`src/rtl/bin2bcd_pkg.sv`:
```
// Shared types and constants for the sequential double-dabble converter.
// Used by bin2bcd_seq; optional saturation is selected with BIN2BCD_SAT_EN.
package bin2bcd_pkg;

  typedef enum logic [1:0] {
    ST_IDLE = 2'd0,
    ST_OP   = 2'd1,
    ST_DONE = 2'd2
  } state_e;

  localparam int NDIG_INT = 5;
  localparam int NDIG_OUT = 4;
  localparam logic [3:0] BCD_MAX_DIGIT = 4'd9;

  // Sized for the widest legal input so every W in 4..14 fits the counter.
  localparam int W_MAX = 14;
  localparam int CNT_W = $clog2(W_MAX + 1);

endpackage

```
`src/rtl/bin2bcd_seq_adj3.sv`:
```
// Double-dabble digit correction: add 3 to any BCD digit of 5 or more
// before the shift so the doubled digit carries correctly into the next one.
module bcd_adj3 (
  input  logic [3:0] din_i,
  output logic [3:0] dout_o
);

  assign dout_o = (din_i >= 4'd5) ? din_i + 4'd3 : din_i;

endmodule

```
`src/rtl/bin2bcd_seq.sv`:
```
// Sequential binary-to-BCD converter, one shift per input bit (W+1 cycles).
// Define BIN2BCD_SAT_EN to clamp values above 9999 to 9999 and flag ovf.
//
//   state   | meaning
//   --------+----------------------------------------------------
//   ST_IDLE | ready, waiting for start; bin captured on accept
//   ST_OP   | one adjust-and-shift per cycle, n counts down to 1
//   ST_DONE | done_tick high; outputs already hold the new result
module bin2bcd_seq
  import bin2bcd_pkg::*;
#(
  parameter int W = 14
) (
  input  logic         clk,
  input  logic         reset,
  input  logic         start,
  input  logic [W-1:0] bin,
  output logic         ready,
  output logic         done_tick,
  output logic [3:0]   bcd3,
  output logic [3:0]   bcd2,
  output logic [3:0]   bcd1,
  output logic [3:0]   bcd0,
  output logic         ovf
);

  localparam int DIG_BITS = 4 * NDIG_INT;
  localparam int OUT_BITS = 4 * NDIG_OUT;

  state_e                    state_q, state_d;
  logic [W-1:0]              p_q, p_d;
  logic [DIG_BITS-1:0]       dig_q, dig_d;
  logic [CNT_W-1:0]          n_q, n_d;
  logic [OUT_BITS-1:0]       bcd_q, bcd_d;
  logic                      ovf_q, ovf_d;

  logic [DIG_BITS-1:0]       dig_adj;
  logic [DIG_BITS+W-1:0]     shifted;
  logic [DIG_BITS-1:0]       dig_sh;
  logic [W-1:0]              p_sh;
  logic [OUT_BITS-1:0]       res_bcd;
  logic                      res_ovf;

  for (genvar g = 0; g < NDIG_INT; g++) begin : g_adj
    bcd_adj3 u_adj (
      .din_i  (dig_q[4*g +: 4]),
      .dout_o (dig_adj[4*g +: 4])
    );
  end

  // The adjusted d4 MSB falls off the top; it is always 0 for W <= 14.
  assign shifted = {dig_adj, p_q} << 1;
  assign dig_sh  = shifted[DIG_BITS+W-1 -: DIG_BITS];
  assign p_sh    = shifted[W-1:0];

`ifdef BIN2BCD_SAT_EN
  always_comb begin
    res_ovf = (dig_sh[DIG_BITS-1:OUT_BITS] != '0);
    res_bcd = res_ovf ? {NDIG_OUT{BCD_MAX_DIGIT}} : dig_sh[OUT_BITS-1:0];
  end
`else
  always_comb begin
    res_ovf = 1'b0;
    res_bcd = dig_sh[OUT_BITS-1:0];
  end
`endif

  always_comb begin
    state_d = state_q;
    p_d     = p_q;
    dig_d   = dig_q;
    n_d     = n_q;
    bcd_d   = bcd_q;
    ovf_d   = ovf_q;
    case (state_q)
      ST_IDLE: begin
        if (start) begin
          p_d     = bin;
          dig_d   = '0;
          n_d     = CNT_W'(W);
          state_d = ST_OP;
        end
      end
      ST_OP: begin
        p_d   = p_sh;
        dig_d = dig_sh;
        n_d   = n_q - CNT_W'(1);
        if (n_q == CNT_W'(1)) begin
          bcd_d   = res_bcd;
          ovf_d   = res_ovf;
          state_d = ST_DONE;
        end
      end
      ST_DONE: state_d = ST_IDLE;
      default: state_d = ST_IDLE;
    endcase
  end

  always_ff @(posedge clk) begin
    if (reset) begin
      state_q <= ST_IDLE;
      p_q     <= '0;
      dig_q   <= '0;
      n_q     <= '0;
      bcd_q   <= '0;
      ovf_q   <= 1'b0;
    end else begin
      state_q <= state_d;
      p_q     <= p_d;
      dig_q   <= dig_d;
      n_q     <= n_d;
      bcd_q   <= bcd_d;
      ovf_q   <= ovf_d;
    end
  end

  assign ready     = (state_q == ST_IDLE);
  assign done_tick = (state_q == ST_DONE);
  assign {bcd3, bcd2, bcd1, bcd0} = bcd_q;
  assign ovf       = ovf_q;

endmodule
```
`config.mk`:
```
export PLATFORM = sky130hd
export DESIGN_NAME = bin2bcd_seq
export DESIGN_NICKNAME = d
export VERILOG_FILES = /design/src/rtl/bin2bcd_pkg.sv /design/src/rtl/bin2bcd_seq_adj3.sv /design/src/rtl/bin2bcd_seq.sv
export SDC_FILE = /design/constraint.sdc
export NUM_CORES = 1
export LEC_CHECK = 0
export CAP_MARGIN = 20
export CORE_MARGIN = 10
export CORE_UTILIZATION = 54
export DETAILED_ROUTE_END_ITERATION = 8
export PLACE_DENSITY_LB_ADDON = 0.1
export SYNTH_ARGS = -nofsm -noshare
export SYNTH_HDL_FRONTEND = slang
export SYNTH_SLANG_ARGS = --single-unit
```
`constraint.sdc`:
```
create_clock -name clk -period 1.8 [get_ports clk]
set_input_delay 0.18 -clock clk [delete_from_list [all_inputs] [get_ports clk]]
set_output_delay 0.18 -clock clk [all_outputs]
set_load 0.005 [all_outputs]
```
Word-level counts from Yosys, hierarchy flattened
Cells that the tools add are included.
Operators by class
  multiplexer cells: 14
  equal/unequal tests: 5
  order comparisons: 5
  reduce and logical (&&, ||, !) cells: 5
  add/subtract/negate cells: 6
Operators by type and width (count)
  $pmux W20 S2: 1
  $pmux W14 S2: 1
  $ge A4 B3 Y1 const B: 5
  $mux W20: 1
  $mux W4: 5
  $add A4 B2 Y4 const B: 4
  $mux W14: 1
  $pmux W4 S2: 1
  $reduce_and A2 Y1: 3
  $eq A4 B1 Y1 const B: 1
  $mux W2: 2
  $ne A2 B2 Y1 const B: 2
  $pmux W2 S2: 1
  $sub A4 B1 Y4 const B: 1
  $add A3 B2 Y3 const B: 1
  $mux W3: 1
  $eq A2 B1 Y1 const B: 1
  $eq A2 B2 Y1 const B: 1
  $logic_not A2 Y1: 1
  $reduce_bool A2 Y1: 1
Word-level totals
  input port bits: 17
  word-level logic and storage cells: 40
  register bits: 56

Depth between registers and ports, before layout
Gate-level depths: netlist of run 1.
  word-level depth: 3
  mapped depth: 8
  gate-level depth less buffers: 7

Hierarchy
From an unflattened synthesis of run 1, not the netlist that was laid out.
Unflattened totals
  cells, all modules: 287
  area total of the unflattened synthesis: 2705.1 um^2
Modules (own cells, without submodules)
  bin2bcd_seq: sequential area each 1041.0 um^2, instances 1, cells each 223, area an instance 2299.7 um^2
  bcd_adj3: sequential area each 0.0 um^2, instances 4, cells each 16, area an instance 101.3 um^2

Least setup slack after synthesis of run 1
Ideal clock, no wire load.
  path type: register to register
  start: register dig_q[0]
  end: register dig_q[2]
  arrival: 1.368 ns
  setup time: 0.069 ns
  cell stages (with the launch flop): 7
  path buffers: 0
  data required time: 1.731 ns
  setup slack: 0.363 ns
  cells stage by stage: dfxtp_1 inv_1 ha_1 nand2b_1 a21oi_1 mux2_2 o21ai_1
On the way
  word-level cells in the longest chain between the ends: 3
  elaborated cells between the ends (all ways): 4
RTL lines
  start, declared: line bin2bcd_seq.sv:32  | logic [DIG_BITS-1:0] dig_q, dig_d;
  start signal, assigned: line bin2bcd_seq.sv:110  | dig_q <= dig_d;
  $add A4 B2 Y4 / $ge A4 B3 Y1 (equally long branches): line bin2bcd_seq_adj3.sv:8  | assign dout_o = (din_i >= 4'd5) ? din_i + 4'd3 : din_i;
  $mux W4 (*): line bin2bcd_seq_adj3.sv:8
  $pmux W20 S2 (*): line bin2bcd_seq.sv:75  | case (state_q)
Mark *: on every way between the ends. The rest lies on a longest branch, timed or not.
A chain may end at the register's enable or synchronous reset.

Worst setup path after layout of run 1
  start: register state_q[1]
  end: output port done_tick
On the way
  word-level cells in the longest chain between the ends: 1
RTL lines
  start, declared: line bin2bcd_seq.sv:30  | state_e state_q, state_d;
  start signal, assigned: line bin2bcd_seq.sv:108  | state_q <= state_d;
  $eq A2 B2 Y1: line bin2bcd_seq.sv:118  | assign done_tick = (state_q == ST_DONE);
  end, declared: line bin2bcd_seq.sv:19  | output logic done_tick,
No other way between the ends.

==> impl_metrics.csv, run 1 <==
group,metric,value,unit
status,status,"complete, no violations",
critical_path,cp-end-kind,"output pin",
clock_network,cts.reportedPaths.clkPinSlew,90,ps
clock_network,root_buffer,"clkbuf_8",
clock_network,h-tree-depth,2,
place,gp_congestion,0.8138,
synthesis,seq_area_frac_synth,42.38,%
flow_run,maxCapViolCount,0,
critical_path,arrival,1520,ps
floorplan,row_count,24,
synthesis,synth_top_area_share,42.38,%
timing,final-setup-viol-count,0,
clock_network,cts_sinks,52,
global_route,grt_remaining_overflow,0,
critical_path,path_max_fanout,8,
synthesis,synth_top_cell_by_area,"dfxtp_1",
power_and_ir_drop,p_sw_share,23.87,%
final_layout,diodes,0,
synthesis,yosys-top-cells-count,"dfxtp_1, nor2_1, a21oi_1",
drt,via_count,2072,
timing,setup_tns,0,ps
clock_network,cts_buffers,5,
final_layout,nets,351,
place,pre_cts_slack,162.8,ps
power_and_ir_drop,total_power,2.399,mW
floorplan,start_util,56.02,%
synthesis,synth_nets,318,
timing,post-route-min-period,1702,ps
place,dp.cells,369,
global_route,antenna_found_initial,0,
global_route,groute.usage.overall,14.36,%
critical_path,ff2ff_setup_slack,170,ps
clock_network,cts_buffer_depth,2,
critical_path,ff2ff_path_depth,6,
floorplan,die_height,87.44,um
critical_path,start_kind,"flip-flop",
timing,hold_viol_final,0,
timing,rsz0062_at_grt,"no",
drt,vias_per_cell,5.496,
place,postPlaceCellArea,0.002846,sq mm
timing,slew_violations,0,
power_and_ir_drop,power.density,804.9,mW/mm^2
timing,slew_headroom,54.91,%
synthesis,synthFlopType,"dfxtp_1",
power_and_ir_drop,power.leakage,1.157,nW
final_layout,syn2layout_area_growth,21.34,%
power_and_ir_drop,vdd_drop_max,423.6,uV
drt,firstDrtPassIters,4,
drt,wl_per_cell,13.82,um
power_and_ir_drop,internal-power,1.826,mW
synthesis,avgSynthCellArea,8.440,sq um
synthesis,post_synth_num_cell_types,35,
global_route,grt_pass1_vias,1911,
clock_network,clock_latency,310,ps
timing,fmax,0.5874,GHz
final_layout,final_cells,377,
synthesis,postSynthCellCount,291,
floorplan,ios,36,
timing,period_share,94.57,%
power_and_ir_drop,seqPwrFrac,51.3,%
timing,worst_slack,97.67,ps
synthesis,netlist_top_cells_area,"dfxtp_1, nor2_1, ha_1",
final_layout,drive_gt1_share,8.308,%
drt,first_iter_violations,150,
power_and_ir_drop,clkPwrFrac,36.8,%
synthesis,synth_edf_count,0,
worst_hold_path,min_path_cells,2,
power_and_ir_drop,power_switching,0.5727,mW
timing,fin_skew,6.264,ps
global_route,grt_max_degree,33,
floorplan,coreArea,0.004384,sq mm
floorplan,die_x,87.44,um
worst_hold_path,hp-class,"reg -> reg",
place,io_buffers,34,
synthesis,ys_warn_count,0,
drt,ant_nets,0,
drt,drc,0,
clock_network,cts_tree,"done",
timing,hold-worst-slack,470.0,ps
synthesis,async_reset_ff_share,0,%
floorplan,die_area,0.007646,sq mm
final_layout,design_area,0.002980,sq mm
place,hpwl,3.740,mm
drt,wl,5.210,mm
critical_path,crit_required,1620,ps
power_and_ir_drop,comb_power_share,11.9,%
global_route,grt_pass1_wl,9.004,mm
synthesis,synth_seq_cells,52,
synthesis,synth.cell_area,0.002456,sq mm
timing,worst_pin_slew,675.0,ps
critical_path,crit_type,"reg -> out",
final_layout,finish.utilization,67.98,%
routing by layer:
layer | share of wire [%] | track usage, % | up-vias
met5 | 0 | 0 | -
met4 | 1.3 | 5.217 | 0
met3 | 6.0 | 4.775 | 6
met2 | 44 | 20.97 | 40
met1 | 49 | 19.08 | 960
li1 | - | - | 1066
final timing paths:
check / to / start
max reg2reg: dig_q[2] / dig_q[0]
min reg2reg: bcd_q[0] / bcd_q[0]
min: bcd_q[0] / bcd_q[0]
max: done_tick / state_q[1]
placed cells by master, fill, tap and decap left out, types with 5 or more instances in the layout:
master | Yosys | routed
nor2_1 | 52 | 52
dfxtp_1 | 52 | 51
clkdlybuf4s50_1 | 0 | 34
a21oi_1 | 24 | 24
nor3_1 | 18 | 18
nor2b_1 | 14 | 14
nor3b_1 | 12 | 12
inv_1 | 11 | 11
ha_1 | 10 | 10
a211oi_1 | 9 | 9
buf_4 | 2 | 9
nand2b_1 | 7 | 7
nand3b_1 | 7 | 7
o21ai_1 | 7 | 7
clkbuf_8 | 0 | 7
nand2_1 | 6 | 6
o21ai_0 | 5 | 5
o22ai_1 | 5 | 5
power groups by stage:
| stage | clock network, mW | registers, mW | logic, mW |
|---|---|---|---|
| floorplan | 0 | 1.25 | 0.194 |
| global placement | 0 | 1.26 | 0.280 |
| detailed placement | 0 | 1.26 | 0.285 |
| CTS | 0.896 | 1.23 | 0.287 |
| global route | 0.933 | 1.24 | 0.324 |
| finish | 0.884 | 1.23 | 0.286 |
final cells by class:
cell class | count | area (sq um)
Sequential cell | 52 | 1045
Clock buffer | 7 | 96.34
Inverter | 12 | 45.04
Tap cell | 52 | 65.06
Multi-Input combinational cell | 209 | 1280
Timing Repair Buffer | 44 | 419.2
Fill cell | 376 | 1404
Clock inverter | 1 | 30.03
state kept, by name (all words and copies together) (netlist names):
name     cells
n_q          4
p_q         14
dig_q       16
bcd_q       16
state_q      2
logic make-up (layout without fill, tap and decap cells):
family	after synthesis	count (layout)	synth area share [%]
buf+inv	30	64	5.501
fa+ha+maj	10	10	5.094
simple gates	121	121	25.42
flops	52	52	42.38
other cells	1	1	0.1527
mux	4	4	1.732
xor+xnor	4	4	1.426
compound gates	69	69	18.29
repair_timing:
action	in CTS	in global routing
setup buffers	0	0
pin swaps	0	0
hold buffers	0	0
setup endpoints to repair	1	1
resized for setup	1	2
cloned	0	0
worst max-delay path: stages (launching register included):
cell	delay (ps)
dfxtp_4	390
buf_4	160
nor2b_1	150
clkdlybuf4s50_1	520
Note: power is estimated with default switching activity, not from simulation.
==> run 2, diff against run 1 <==
CORE_UTILIZATION = 25   (was 54)
PLACE_DENSITY_LB_ADDON = 0.05   (was 0.1)
clock period = 1.95 ns   (was 1.8 ns; I/O delays follow)
==> impl_metrics.csv, run 2 (synthesized netlist as in run 1, its figures left out) <==
group,metric,value,unit
drt,vias_per_cell,4.545,
final_layout,nets,352,
timing,setup_tns,0,ps
timing,slew_headroom,54.14,%
clock_network,cts_tree,"done",
drt,wl,6.319,mm
clock_network,clock_latency,300,ps
global_route,groute.usage.overall,9.047,%
critical_path,cp-end-kind,"output pin",
critical_path,worstPathCellList,"buf_4, nor2b_1, clkdlybuf4s50_1",
clock_network,cts_buffer_depth,2,
floorplan,row_count,36,
timing,post-route-min-period,1702,ps
worst_hold_path,min_path_cells,2,
critical_path,crit_required,1750,ps
timing,fin_skew,13.43,ps
floorplan,die_area,0.01419,sq mm
clock_network,cts_buffers,5,
drt,drc,0,
final_layout,final_cells,457,
critical_path,path_buf_inv,2,
floorplan,die_x,119.1,um
global_route,antenna_found_initial,0,
place,hpwl,4.669,mm
place,gp_congestion,0.7453,
clock_network,root_buffer,"clkbuf_8",
final_layout,layout_top_registers,"bcd_q x16, dig_q x16, p_q x14",
timing,final-setup-viol-count,0,
clock_network,h-tree-depth,2,
power_and_ir_drop,internal-power,1.603,mW
timing,worst_pin_slew,686.5,ps
timing,slew_violations,0,
critical_path,ff2ff_path_depth,6,
power_and_ir_drop,power.leakage,1.144,nW
critical_path,cp_slowest_stage_delay,520,ps
floorplan,ios,36,
power_and_ir_drop,clkPwrFrac,33.6,%
drt,first_iter_violations,72,
power_and_ir_drop,power.density,693.2,mW/mm^2
floorplan,start_util,25.36,%
global_route,grt_max_degree,33,
critical_path,start_kind,"flip-flop",
clock_network,cts.reportedPaths.clkPinSlew,90,ps
clock_network,postCtsSetupRepairBufs,0,
critical_path,crit_type,"reg -> out",
final_layout,drive_gt1_share,7.716,%
power_and_ir_drop,vdd_drop_max,234.0,uV
timing,rsz0062_at_grt,"no",
critical_path,path_max_fanout,32,
flow_run,maxCapViolCount,0,
critical_path,cp.depth,3,
clock_network,cts_sinks,52,
floorplan,die_height,119.1,um
critical_path,arrival,1510,ps
place,postPlaceCellArea,0.002955,sq mm
final_layout,syn2layout_area_growth,24.35,%
timing,period_share,87.29,%
floorplan,coreArea,0.009684,sq mm
place,io_buffers,34,
place,dp.cells,451,
drt,wl_per_cell,13.83,um
worst_hold_path,hp-class,"reg -> reg",
global_route,grt_pass1_wl,10.69,mm
final_layout,layout_common_cells,"nor2_1, dfxtp_1, clkdlybuf4s50_1",
drt,firstDrtPassIters,4,
drt,ant_nets,0,
power_and_ir_drop,comb_power_share,12.7,%
timing,hold_viol_final,0,
power_and_ir_drop,power_switching,0.5137,mW
global_route,grt_pass1_vias,2127,
critical_path,crit_family,"buffers and inverters",
clock_network,postCtsHoldBufs,0,
status,status,"complete, no violations",
power_and_ir_drop,seqPwrFrac,53.7,%
power_and_ir_drop,p_sw_share,24.27,%
clock_network,cts_resized,0,
timing,fmax,0.5875,GHz
final_layout,diodes,0,
timing,hold-worst-slack,473.0,ps
global_route,grt_remaining_overflow,0,
drt,via_count,2077,
final_layout,design_area,0.003054,sq mm
critical_path,crit_slowest_cell,"clkdlybuf4s50_1",
[run 2: cell count changes in the layout (fill, tap and decap cells not counted)]
| cell | delta |
|---|---|
| buf_4 | +2 |
| buf_6 | -1 |
| clkbuf_8 | -2 |
| dfxtp_1 | +1 |
| dfxtp_4 | -1 |
[run 2: worst paths after layout]
kind | startpoint | endpoint | slack, ps
setup / recovery | state_q[0] | done_tick | 250
setup reg to reg | dig_q[0] | dig_q[2] | 330
hold / removal | bcd_q[0] | bcd_q[0] | 470
hold reg to reg | bcd_q[0] | bcd_q[0] | 470
[run 2: worst reg2reg max path: stages (launching register included)]
cell,delay [ps]
dfxtp_1,340
inv_1,120
ha_1,260
nand2b_1,90
a21oi_1,240
mux2_2,390
o21ai_1,120
[run 2: final cells by class]
type	instances	area [sq um]
Fill cell	1047	6630
Multi-Input combinational cell	209	1280
Sequential cell	52	1041
Timing Repair Buffer	45	422.9
Tap cell	133	166.4
Clock buffer	5	68.82
Inverter	12	45.04
Clock inverter	1	30.03
[run 2: metrics by stage]
stage	utilization [%]	worst slack, ps	power [mW]
4_1_cts	31.54	230.1	2.165
2_1_floorplan	-	512.9	1.334
3_3_place_gp	30.52	267.1	1.437
5_1_grt	31.54	141.4	2.239
6_report	31.54	247.9	2.117
3_5_place_dp	30.52	236.2	1.437
[run 2: power groups by stage]
stage / Clock, mW / Combinational [mW] / Sequential [mW]
after floorplan: 0 / 0.179 / 1.16
after global placement: 0 / 0.274 / 1.16
after global routing: 0.786 / 0.311 / 1.14
final: 0.711 / 0.269 / 1.14
after CTS: 0.752 / 0.276 / 1.14
after detailed placement: 0 / 0.274 / 1.16
[run 2: per-layer routing]
metal  vias to the layer above  global-route usage [%]  part of all wire, %
li1                       1064                       -                    -
met1                       979                   10.96                   48
met2                        30                   15.39                   48
met3                         4                   2.173                  3.3
met4                         0                   2.901                 0.92
met5                         -                       0                    0
==> run 3, diff against run 2 <==
CAP_MARGIN = 10   (was 20)
==> results of run 3 <==
No change in the layout: final DEF, timing and power equal those of run 2.
